<file path="config.mk">
export PLATFORM = sky130hd
export DESIGN_NAME = answer_check
export DESIGN_NICKNAME = d
export VERILOG_FILES = /design/src/rtl/game_pkg.sv /design/src/rtl/key_sync_edge.sv /design/src/rtl/answer_check.sv
export SDC_FILE = /design/constraint.sdc
export NUM_CORES = 1
export LEC_CHECK = 0
export ABC_AREA = 1
export CORE_UTILIZATION = 50
export CTS_BUF_LIST = sky130_fd_sc_hd__clkbuf_16
export DETAILED_ROUTE_END_ITERATION = 10
export MAX_ROUTING_LAYER = met4
export PLACE_DENSITY_LB_ADDON = 0.08
export SLEW_MARGIN = 20
export SYNTH_ARGS = -nofsm -noshare
export SYNTH_HDL_FRONTEND = slang
export SYNTH_SLANG_ARGS = --single-unit
export TNS_END_PERCENT = 30
</file>
<file path="constraint.sdc">
create_clock -name clk -period 4.06 [get_ports clk]
set_clock_uncertainty 0.2 [all_clocks]
set_input_delay 0.812 -clock clk [delete_from_list [all_inputs] [get_ports clk]]
set_output_delay 0.812 -clock clk [all_outputs]
set_load 0.01 [all_outputs]
</file>
<file path="src/rtl/game_pkg.sv">
// Shared types and default sizes for the answer-check path.
package game_pkg;

   localparam int KEY_W           = 4;
   localparam int SEQ_MAX         = 8;
   localparam int STEP_W          = 3;
   localparam int TIMEOUT_CYC_DEF = 50_000_000;

   typedef logic [KEY_W-1:0] key_t;

   typedef enum logic [1:0] {
      IDLE         = 2'd0,
      WAIT_KEY     = 2'd1,
      WAIT_RELEASE = 2'd2
   } state_t;

endpackage

</file>
<file path="src/rtl/key_sync_edge.sv">
// Button input path: 2-flop synchronizer, a third flop for edge detection,
// a registered press event with the captured key vector, and an all-released flag.
module key_sync_edge #(
   parameter int KEY_W = 4
) (
   input  logic             clk,
   input  logic             reset,
   input  logic [KEY_W-1:0] key,
   output logic             press,
   output logic [KEY_W-1:0] pressed_code,
   output logic             all_released
);

   logic [KEY_W-1:0] sync1;
   logic [KEY_W-1:0] sync2;
   logic [KEY_W-1:0] sync3;
   logic             rise;

   // A press is the first cycle any synchronized key is high after all were low.
   assign rise         = (|sync2) & ~(|sync3);
   assign all_released = ~(|sync2);

   // Synchronizer chain plus registered press event and captured code.
   always_ff @(posedge clk or negedge reset) begin
      if (!reset) begin
         sync1        <= '0;
         sync2        <= '0;
         sync3        <= '0;
         press        <= 1'b0;
         pressed_code <= '0;
      end else begin
         sync1 <= key;
         sync2 <= sync1;
         sync3 <= sync2;
         press <= rise;
         if (rise) pressed_code <= sync2;
      end
   end

endmodule

</file>
<file path="src/rtl/answer_check.sv">
// Checks player button presses against a loaded target key sequence.
// Optional macro ANSWER_CHECK_TIMEOUT_EN adds a WAIT_KEY inactivity timeout.
//
// state        | meaning
// IDLE         | no attempt running, waiting for arm
// WAIT_KEY     | attempt running, waiting for the next press event
// WAIT_RELEASE | press handled, waiting for all keys up (then WAIT_KEY or IDLE)
module answer_check
   import game_pkg::*;
#(
   parameter int KEY_W   = game_pkg::KEY_W,
   parameter int SEQ_MAX = game_pkg::SEQ_MAX,
   parameter int STEP_W  = game_pkg::STEP_W
`ifdef ANSWER_CHECK_TIMEOUT_EN
   ,
   parameter int TIMEOUT_CYC = game_pkg::TIMEOUT_CYC_DEF
`endif
) (
   input  logic              clk,
   input  logic              reset,
   input  logic              pat_we,
   input  logic [STEP_W-1:0] pat_addr,
   input  logic [KEY_W-1:0]  pat_data,
   input  logic [STEP_W:0]   seq_len,
   input  logic              arm,
   input  logic [KEY_W-1:0]  key,
   output logic              true_pulse,
   output logic              wrong_pulse,
   output logic [STEP_W-1:0] step,
   output logic              busy
);

   localparam logic [STEP_W:0]   MAX_LEN  = (STEP_W+1)'(SEQ_MAX);
   localparam logic [STEP_W:0]   LEN_ONE  = (STEP_W+1)'(1);
   localparam logic [STEP_W-1:0] STEP_ONE = STEP_W'(1);
   localparam logic [KEY_W-1:0]  CODE_ONE = KEY_W'(1);

   state_t            state;
   logic [STEP_W:0]   len;
   logic              finished;
   logic [KEY_W-1:0]  pattern [SEQ_MAX];

   logic              press;
   logic [KEY_W-1:0]  pressed_code;
   logic              all_released;

   logic              len_ok;
   logic              code_ok;
   logic              code_match;
   logic              last_step;

   key_sync_edge #(.KEY_W(KEY_W)) u_key_sync_edge (
      .clk          (clk),
      .reset        (reset),
      .key          (key),
      .press        (press),
      .pressed_code (pressed_code),
      .all_released (all_released)
   );

   assign len_ok     = (seq_len != '0) && (seq_len <= MAX_LEN);
   assign code_ok    = (pressed_code != '0) &&
                       ((pressed_code & (pressed_code - CODE_ONE)) == '0);
   assign code_match = code_ok && (pressed_code == pattern[step]);
   assign last_step  = ({1'b0, step} == (len - LEN_ONE));

   // Pattern register file; a compare in the same cycle as a write sees the old value.
   always_ff @(posedge clk or negedge reset) begin
      if (!reset) begin
         for (int i = 0; i < SEQ_MAX; i++) pattern[i] <= '0;
      end else if (pat_we) begin
         pattern[pat_addr] <= pat_data;
      end
   end

`ifdef ANSWER_CHECK_TIMEOUT_EN
   localparam logic [31:0] TMO_LAST = 32'(TIMEOUT_CYC - 1);
   logic [31:0] tmo_cnt;

   // Inactivity counter: runs only in WAIT_KEY, restarted by arm and every press.
   always_ff @(posedge clk or negedge reset) begin
      if (!reset) begin
         tmo_cnt <= '0;
      end else if (arm || press || (state != WAIT_KEY)) begin
         tmo_cnt <= '0;
      end else begin
         tmo_cnt <= tmo_cnt + 32'd1;
      end
   end
`endif

   // Attempt FSM with registered pulses, step and busy; arm overrides everything.
   always_ff @(posedge clk or negedge reset) begin
      if (!reset) begin
         state       <= IDLE;
         step        <= '0;
         len         <= '0;
         finished    <= 1'b0;
         true_pulse  <= 1'b0;
         wrong_pulse <= 1'b0;
         busy        <= 1'b0;
      end else begin
         true_pulse  <= 1'b0;
         wrong_pulse <= 1'b0;
         if (arm) begin
            step <= '0;
            if (len_ok) begin
               len      <= seq_len;
               finished <= 1'b0;
               state    <= WAIT_KEY;
               busy     <= 1'b1;
            end else begin
               wrong_pulse <= 1'b1;
               state       <= IDLE;
               busy        <= 1'b0;
            end
         end else begin
            case (state)
               IDLE: begin
                  step <= '0;
                  busy <= 1'b0;
               end
               WAIT_KEY: begin
                  if (press) begin
                     state <= WAIT_RELEASE;
                     if (!code_match) begin
                        wrong_pulse <= 1'b1;
                        step        <= '0;
                        finished    <= 1'b1;
                     end else if (last_step) begin
                        true_pulse <= 1'b1;
                        step       <= '0;
                        finished   <= 1'b1;
                     end else begin
                        step     <= step + STEP_ONE;
                        finished <= 1'b0;
                     end
                  end
`ifdef ANSWER_CHECK_TIMEOUT_EN
                  else if (tmo_cnt == TMO_LAST) begin
                     wrong_pulse <= 1'b1;
                     step        <= '0;
                     state       <= IDLE;
                     busy        <= 1'b0;
                  end
`endif
               end
               WAIT_RELEASE: begin
                  if (all_released) begin
                     if (finished) begin
                        state <= IDLE;
                        busy  <= 1'b0;
                     end else begin
                        state <= WAIT_KEY;
                     end
                  end
               end
               default: begin
                  state <= IDLE;
                  step  <= '0;
                  busy  <= 1'b0;
               end
            endcase
         end
      end
   end

endmodule

</file>
==> out/qor.csv, run 1 <==
metric,value,unit
status,"finished, final reports clean",
worst endpoint required time,3050,ps
total gr overflow,0,
"Most Used Layer, Global Route",met2,
Mapped Avg Cell Area,7.916,um^2
"Slew Viols, Final",0,
Crit path buffers/inverters,1,
Crit Path Class,flop to output pin,
cell depth of the worst min-delay path,0,
Placeable Area,5608,um^2
DP Wirelength,4108,um
Worst-Skew Late Latency,320,ps
Crit path depth,1,
drt drc,0,
"antenna viol nets, final",0,
1st-iter DRT viols,207,
CTS H-Tree Depth,3,
slew of the pin with the lowest slew margin,760.4,ps
Ant. Diodes,0,
Syn Nets,397,
crit path max-delay cell type,dfrtp_1,
cells along the critical path,clkdlybuf4s50_1,
period utilization,65.33,%
Worst-path clk slew,50,ps
Pleak,1.821,nW
fin crit period,2652,ps
final core utilization,63.90,%
"commonest non-fill, non-tap cell in the layout",nand2_1,
CTS tree,done,
highest clock rate,377.0,MHz
Setup TNS Final,0,ps
Syn Std Cell Area,2953,um^2
DRT Pass-1 Iters,5,
RSZ-0062 raised after global routing,no,
max cap viols,0,
Hold Buf Count CTS,0,
startpoint types,flop,
max_slew headroom,48.92,%
first-pass GRT wire length,10350,um
synth warn,0,
sequential-to-total area share from yosys stat,52.54,%
GR Util All Layers,23.04,%
Die Ht,78.85,um
Non-Filler Instances,482,
"commonest non-fill, non-tap cells in the layout","122 x nand2_1, 62 x dfrtp_1, 58 x inv_1",
area growth from synthesis to layout,21.36,%
TritonCTS buffer count,9,
layout cell share with drive strength beyond 1,6.829,%
post-CTS setup buffer count,0,
worst path arrival time,1640,ps
WL final,5986,um
maximum VDD drop,0.2908,mV
Hold Path Class,flop to flop,
via count,2342,
vias per cell,4.859,
vias in the first global route,2217,
M2 GR Usage,32.43,%
Cells after DPL,466,
CP max FO,14,
RePlAce Congestion,0.7917,
met3 usage,6.322,%
Port Buffers,24,
Tot Pwr,1.903,mW
Synth Instances,373,
initial antenna violation count,0,
Die Area,6217,um^2
Final Hold Fails,0,
Worst path max stage delay,680,ps
synth unique cells,24,
power per cell area,531.1,nW/um^2
Core Rows,27,
Die W,78.85,um
Layout fillers,497,
largest net degree at the start of global routing,49,
crit-path leading delay family,flip-flops,
final setup fails,0,
Max Buffers Root-to-Sink,2,
clock sinks,62,
CP endpoint kind,output pin,
hold_ws,145.4,ps
Yosys reg bits,62,
io pins,25,
cts repair resizes,0,
WL/cell,12.42,um
length in cells of the worst reg-to-reg path,11,
Nets,429,
GR met1 Demand/Resource,31.75,%
Root Driver,clkbuf_16,
starting density of the core,52.66,%
report_power, final:
group          internal (mW)  switching [mW]  total [mW]
registers              0.713          0.0544       0.767
clock network          0.538           0.275       0.813
logic                  0.130           0.193       0.322
total                   1.38           0.522        1.90
cell families (layout without fill, tap and decap cells):
group	after synthesis	after routing	share of synthesized area [%]
compound gates	47	47	8.008
xor+xnor	5	5	1.483
fa+ha+maj	5	5	2.119
buf+inv	65	102	8.856
flops	62	62	52.54
mux	1	1	0.3813
simple gates	188	188	26.61
flip-flops by register name, summed over array words and instances, names as in the netlist:
signal                        cells
wrong_pulse                       1
true_pulse                        1
u_key_sync_edge.sync2             4
pattern                          32
u_key_sync_edge.sync1             4
u_key_sync_edge.sync3             4
u_key_sync_edge.press             1
step                              3
u_key_sync_edge.pressed_code      4
finished                          1
len                               4
busy                              1
state                             2
metrics by stage:
step	setup WS, ps	area, um^2
after floorplan	2104	2953
after global placement	1581	3257
after detailed placement	1541	3257
after CTS	1382	3581
after global routing	1336	3583
final	1408	3583
worst paths after layout:
kind                                               start                       end  slack, ps
worst max-delay path                             step[1]                   step[1]       1410
worst min-delay path            u_key_sync_edge.sync1[3]  u_key_sync_edge.sync2[3]        150
worst max register to register                   step[1]               wrong_pulse       1860
worst min register to register  u_key_sync_edge.sync1[3]  u_key_sync_edge.sync2[3]        150
max in group asynchronous                          reset  u_key_sync_edge.sync3[2]       2710
min in group asynchronous                          reset                pattern[7]        300
metal layers:
metal  up-vias  part of all wire (%)
met4         0                   2.1
met1      1055                    50
li1       1229                     -
met3        10                   4.8
met2        48                    43
met5         -                     0
synth_stat cells:
master   number  area [um^2]
nand2_1     122        457.9
dfrtp_1      62         1551
inv_1        58        217.7
o21ai_0      40        200.2
nand3_1      30        150.1
nor2_1       22        82.58
a21oi_1       5        25.02
ha_1          5        62.56
nor3_1        4        20.02
nand4_1       3        18.77
xnor2_1       3        26.28
buf_2         2        10.01
buf_4         2        15.01
inv_2         2        7.510
nand3_2       2        20.02
or2_2         2        12.51
xor2_1        2        17.52
buf_6         1        11.26
mux2_2        1        11.26
nor2_2        1        6.260
nor2_4        1        11.26
nor4_1        1        6.260
o21ai_1       1        5.000
o22ai_1       1        6.260
area by class of cell:
type                            count  area (um^2)  area share (%)
Clock inverter                      7        98.84           2.758
Clock buffer                        9        225.2           6.285
Sequential cell                    62         1551           43.30
Tap cell                           72        90.09           2.514
Multi-Input combinational cell    246         1140           31.81
Inverter                           60        225.2           6.285
Timing Repair Buffer               26        252.7           7.053
Note: power is estimated with default switching activity, not from simulation.
==> run 2: changes to the inputs <==
==> constraint.sdc (replaced) <==
create_clock -name clk -period 2.5 [get_ports clk]
set_clock_uncertainty 0.2 [all_clocks]
set_input_delay 0.5 -clock clk [delete_from_list [all_inputs] [get_ports clk]]
set_output_delay 0.5 -clock clk [all_outputs]
set_load 0.01 [all_outputs]
==> run 2 against run 1 <==
Net effect: design area rose by 0.31%; critical endpoint is now step[0]; register-to-register slack worse by 1400 ps; non-clock buffer count grew 3; sequential share of layout area down 0.14 points; via count up 2.0%; critical path depth up 1; power grew 57%; global-route usage is 0.90 points lower; largest cell class unchanged; hold slack gained 1.9 ps; cell count increased by 0.62%; flip-flop and latch count is the same; routed wire length down 1.3%; critical path type unchanged.
==> out/qor.csv, run 2 (synthesis gave the netlist of run 1 again) <==
metric,value,unit
status,"finished, final reports clean",
Internal,2.143,mW
via count,2389,
area growth from synthesis to layout,21.74,%
DP Wirelength,4043,um
Non-Filler Instances,485,
drt drc,0,
first-pass GRT wire length,10050,um
"commonest non-fill, non-tap cell in the layout",nand2_1,
Final Hold Fails,0,
worst path arrival time,1650,ps
slew of the pin with the lowest slew margin,598.9,ps
P_sw,844.8,uW
clock share of power,40.8,%
Die Ht,78.85,um
fin crit period,2348,ps
DRT Pass-1 Iters,4,
Seq pwr share,41.7,%
"Slew Viols, Final",0,
WL final,5907,um
hold path endpoint,u_key_sync_edge.sync2[1],
Port Buffers,24,
CP max FO,20,
Hold Buf Count CTS,1,
CTS H-Tree Depth,3,
Worst path max stage delay,570,ps
initial antenna violation count,0,
Worst-path clk slew,50,ps
cell depth of the worst min-delay path,0,
CP endpoint kind,output pin,
"commonest non-fill, non-tap cells in the layout","122 x nand2_1, 62 x dfrtp_1, 58 x inv_1",
GR Util All Layers,22.14,%
Worst R2R Setup Slack,510,ps
vias in the first global route,2183,
Die Area,6217,um^2
Core Rows,27,
highest clock rate,425.9,MHz
worst endpoint required time,1800,ps
maximum VDD drop,0.4734,mV
hold_ws,147.3,ps
Hold Path Class,flop to flop,
largest net degree at the start of global routing,39,
Die W,78.85,um
crit path max-delay cell type,clkdlybuf4s50_1,
clock sinks,62,
Pleak,1.821,nW
Crit Path Class,flop to output pin,
post-CTS setup buffer count,0,
Sw Ratio,28.27,%
vias per cell,4.926,
period utilization,93.93,%
Largest register FFs,32,
Placeable Area,5608,um^2
TritonCTS buffer count,9,
cells along the critical path,"buf_4, clkdlybuf4s50_1",
starting density of the core,52.66,%
layout cell share with drive strength beyond 1,7.264,%
final setup fails,0,
Tot Pwr,2.988,mW
length in cells of the worst reg-to-reg path,10,
cts repair resizes,0,
1st-iter DRT viols,138,
RR Startpoint,step[0],
total gr overflow,0,
Worst-Skew Late Latency,330,ps
Crit path buffers/inverters,2,
"antenna viol nets, final",0,
max_slew headroom,60.08,%
Setup TNS Final,0,ps
max cap viols,0,
Root Driver,clkbuf_16,
io pins,25,
Max Buffers Root-to-Sink,2,
WL/cell,12.18,um
Nets,432,
CTS tree,done,
hold path start,u_key_sync_edge.sync1[1],
startpoint types,flop,
Logic pwr share,17.5,%
power per cell area,831.2,nW/um^2
crit-path leading delay family,buffers and inverters,
RePlAce Congestion,0.8396,
Largest Register,pattern,
RSZ-0062 raised after global routing,no,
Cells after DPL,468,
worst r2r dst,wrong_pulse,
Ant. Diodes,0,
## run 2: metrics by stage
step	instance area [um^2]	setup WS [ps]	utilization, %
after floorplan	2953	817.1	-
after global placement	3284	320.9	58.57
after detailed placement	3284	325.2	58.57
after CTS	3595	138.5	64.10
after global routing	3595	94.95	64.10
final	3595	151.8	64.10
## run 2: metal layers
layer | wire length (um) | up-vias | GRT usage, %
li1 | - | 1235 | -
met1 | 2956 | 1102 | 29.00
met2 | 2607 | 38 | 32.78
met3 | 196 | 14 | 4.023
met4 | 147 | 0 | 12.00
met5 | 0 | - | -
## run 2: cell type report
class                           count  area, um^2
Fill cell                         510        2013
Inverter                           60       225.2
Tap cell                           72       90.09
Multi-Input combinational cell    246        1140
Clock buffer                        9       225.2
Clock inverter                      7       75.07
Timing Repair Buffer               29       287.8
Sequential cell                    62        1551
## run 2: power by group through the flow
stage,clock network [mW],registers (mW),logic [mW]
finish,1.22,1.25,0.523
detailed placement,0,1.26,0.520
global route,1.28,1.27,0.614
global placement,0,1.26,0.507
CTS,1.24,1.25,0.526
floorplan,0,1.24,0.381
## run 2: worst max path at each step
stage	startpoint	endpoint	slack, ps	depth (start not counted)
final	step[0]	step[0]	150	2
after global routing	step[0]	step[0]	90	2
after CTS	step[0]	step[0]	140	2
after detailed placement	seq_len[1]	len[3]	330	6
after global placement	seq_len[1]	len[3]	320	6
after floorplan	step[0]	wrong_pulse	820	12
==> run 3: changes to the inputs <==
--- a/config.mk
+++ b/config.mk
@@ -11,6 +11,7 @@
 export DETAILED_ROUTE_END_ITERATION = 10
 export MAX_ROUTING_LAYER = met4
 export PLACE_DENSITY_LB_ADDON = 0.08
+export SKIP_CTS_REPAIR_TIMING = 1
 export SLEW_MARGIN = 20
 export SYNTH_ARGS = -nofsm -noshare
 export SYNTH_HDL_FRONTEND = slang
==> run 3 against run 2 <==
Net effect: the run now ends with hold timing left; design area decreased by 0.28%; routed wire length about the same; hold slack got worse by 170 ps; global-route usage unchanged; critical path depth unchanged; cell count decreased by 0.21%; core utilization decreased by 0.18 points.
==> out/qor.csv, run 3 (synthesis gave the netlist of run 1 again) <==
metric,value,unit
vias in the first global route,2183,
starting density of the core,52.66,%
CTS H-Tree Depth,3,
Setup TNS Final,0,ps
vias per cell,4.932,
Logic pwr share,17.5,%
slew of the pin with the lowest slew margin,593.3,ps
Root Driver,clkbuf_16,
WL/cell,12.21,um
Sw Ratio,28.30,%
total gr overflow,0,
"commonest non-fill, non-tap cell in the layout",nand2_1,
Worst-path clk slew,60,ps
worst endpoint required time,1800,ps
fin area,3585,um^2
P_sw,845.3,uW
Final Hold Fails,24,
"commonest non-fill, non-tap cells in the layout","122 x nand2_1, 62 x dfrtp_1, 58 x inv_1",
Pleak,1.817,nW
Layout fillers,512,
hold_ws,-24.71,ps
RSZ-0062 raised after global routing,no,
io pins,25,
CP endpoint kind,output pin,
Die Area,6217,um^2
Ant. Diodes,0,
Nets,431,
RePlAce Congestion,0.8396,
Crit Path Class,flop to output pin,
largest net degree at the start of global routing,39,
highest clock rate,425.8,MHz
drt drc,0,
Die Ht,78.85,um
Post-DP Area,3284,um^2
GR Util All Layers,22.14,%
maximum VDD drop,0.4731,mV
DRT Pass-1 Iters,4,
layout cell share with drive strength beyond 1,7.282,%
worst r2r dst,wrong_pulse,
Hold Path Class,input port to async pin,
length in cells of the worst reg-to-reg path,10,
"Slew Viols, Final",0,
first-pass GRT wire length,10050,um
worst path arrival time,1650,ps
Die W,78.85,um
Worst R2R Setup Slack,510,ps
Largest register FFs,32,
max cap viols,0,
CP max FO,20,
max_slew headroom,60.45,%
clock sinks,62,
Port Buffers,24,
CTS tree,done,
Core Rows,27,
clock share of power,40.8,%
Seq pwr share,41.7,%
status,finished with violations,
Tot Pwr,2.987,mW
initial antenna violation count,0,
RR Startpoint,step[0],
fin crit period,2349,ps
Max Buffers Root-to-Sink,2,
1st-iter DRT viols,145,
Placement Setup Slack,325.2,ps
final setup fails,0,
power per cell area,833.4,nW/um^2
period utilization,93.95,%
area growth from synthesis to layout,21.40,%
startpoint types,flop,
Placeable Area,5608,um^2
failing checks,hold timing,
WL final,5910,um
Largest Register,pattern,
final core utilization,63.92,%
via count,2387,
DP Wirelength,4043,um
Worst-Skew Late Latency,330,ps
Internal,2.142,mW
TritonCTS buffer count,9,
"antenna viol nets, final",0,
Setup WS post-layout,151.3,ps
## run 3: cell types whose count changed in the layout (fill, tap and decap cells not counted)
cell | before | now
dlygate4sd3_1 | 1 | 0
## run 3: area by class of cell
type | count | area [um^2] | area share (%)
Clock inverter | 7 | 75.07 | 2.094
Timing Repair Buffer | 28 | 277.8 | 7.749
Inverter | 60 | 225.2 | 6.283
Tap cell | 72 | 90.09 | 2.513
Sequential cell | 62 | 1551 | 43.28
Clock buffer | 9 | 225.2 | 6.283
Multi-Input combinational cell | 246 | 1140 | 31.80
## run 3: worst max-delay path, stage by stage, from the launching register on
cell             delay, ps
dfrtp_1                460
buf_4                  290
clkdlybuf4s50_1        570
## run 3: per-layer routing
metal  track usage [%]  wire, um
met5                 -         0
met4             12.00       147
met3             4.023       197
met2             32.78      2615
met1             29.00      2949
## run 3: worst max path at each step
stage / cells past startpoint / start / slack, ps / endpoint
floorplan: 12 / step[0] / 820 / wrong_pulse
global placement: 6 / seq_len[1] / 320 / len[3]
detailed placement: 6 / seq_len[1] / 330 / len[3]
CTS: 2 / step[0] / 140 / step[0]
global route: 2 / step[0] / 90 / step[0]
finish: 2 / step[0] / 150 / step[0]
## run 3: metrics by stage
stage          cells  hold slack (ps)
6_report         484           -24.71
5_1_grt          484            19.04
4_1_cts          484           -7.961
3_5_place_dp     468            136.3
3_3_place_gp     468            132.5
2_1_floorplan    373            4.409
## run 3: power groups by stage
stage	logic, mW	registers [mW]	clock network [mW]
floorplan	0.381	1.24	0
global route	0.613	1.27	1.28
detailed placement	0.520	1.26	0
finish	0.522	1.25	1.22
CTS	0.525	1.25	1.24
global placement	0.507	1.26	0
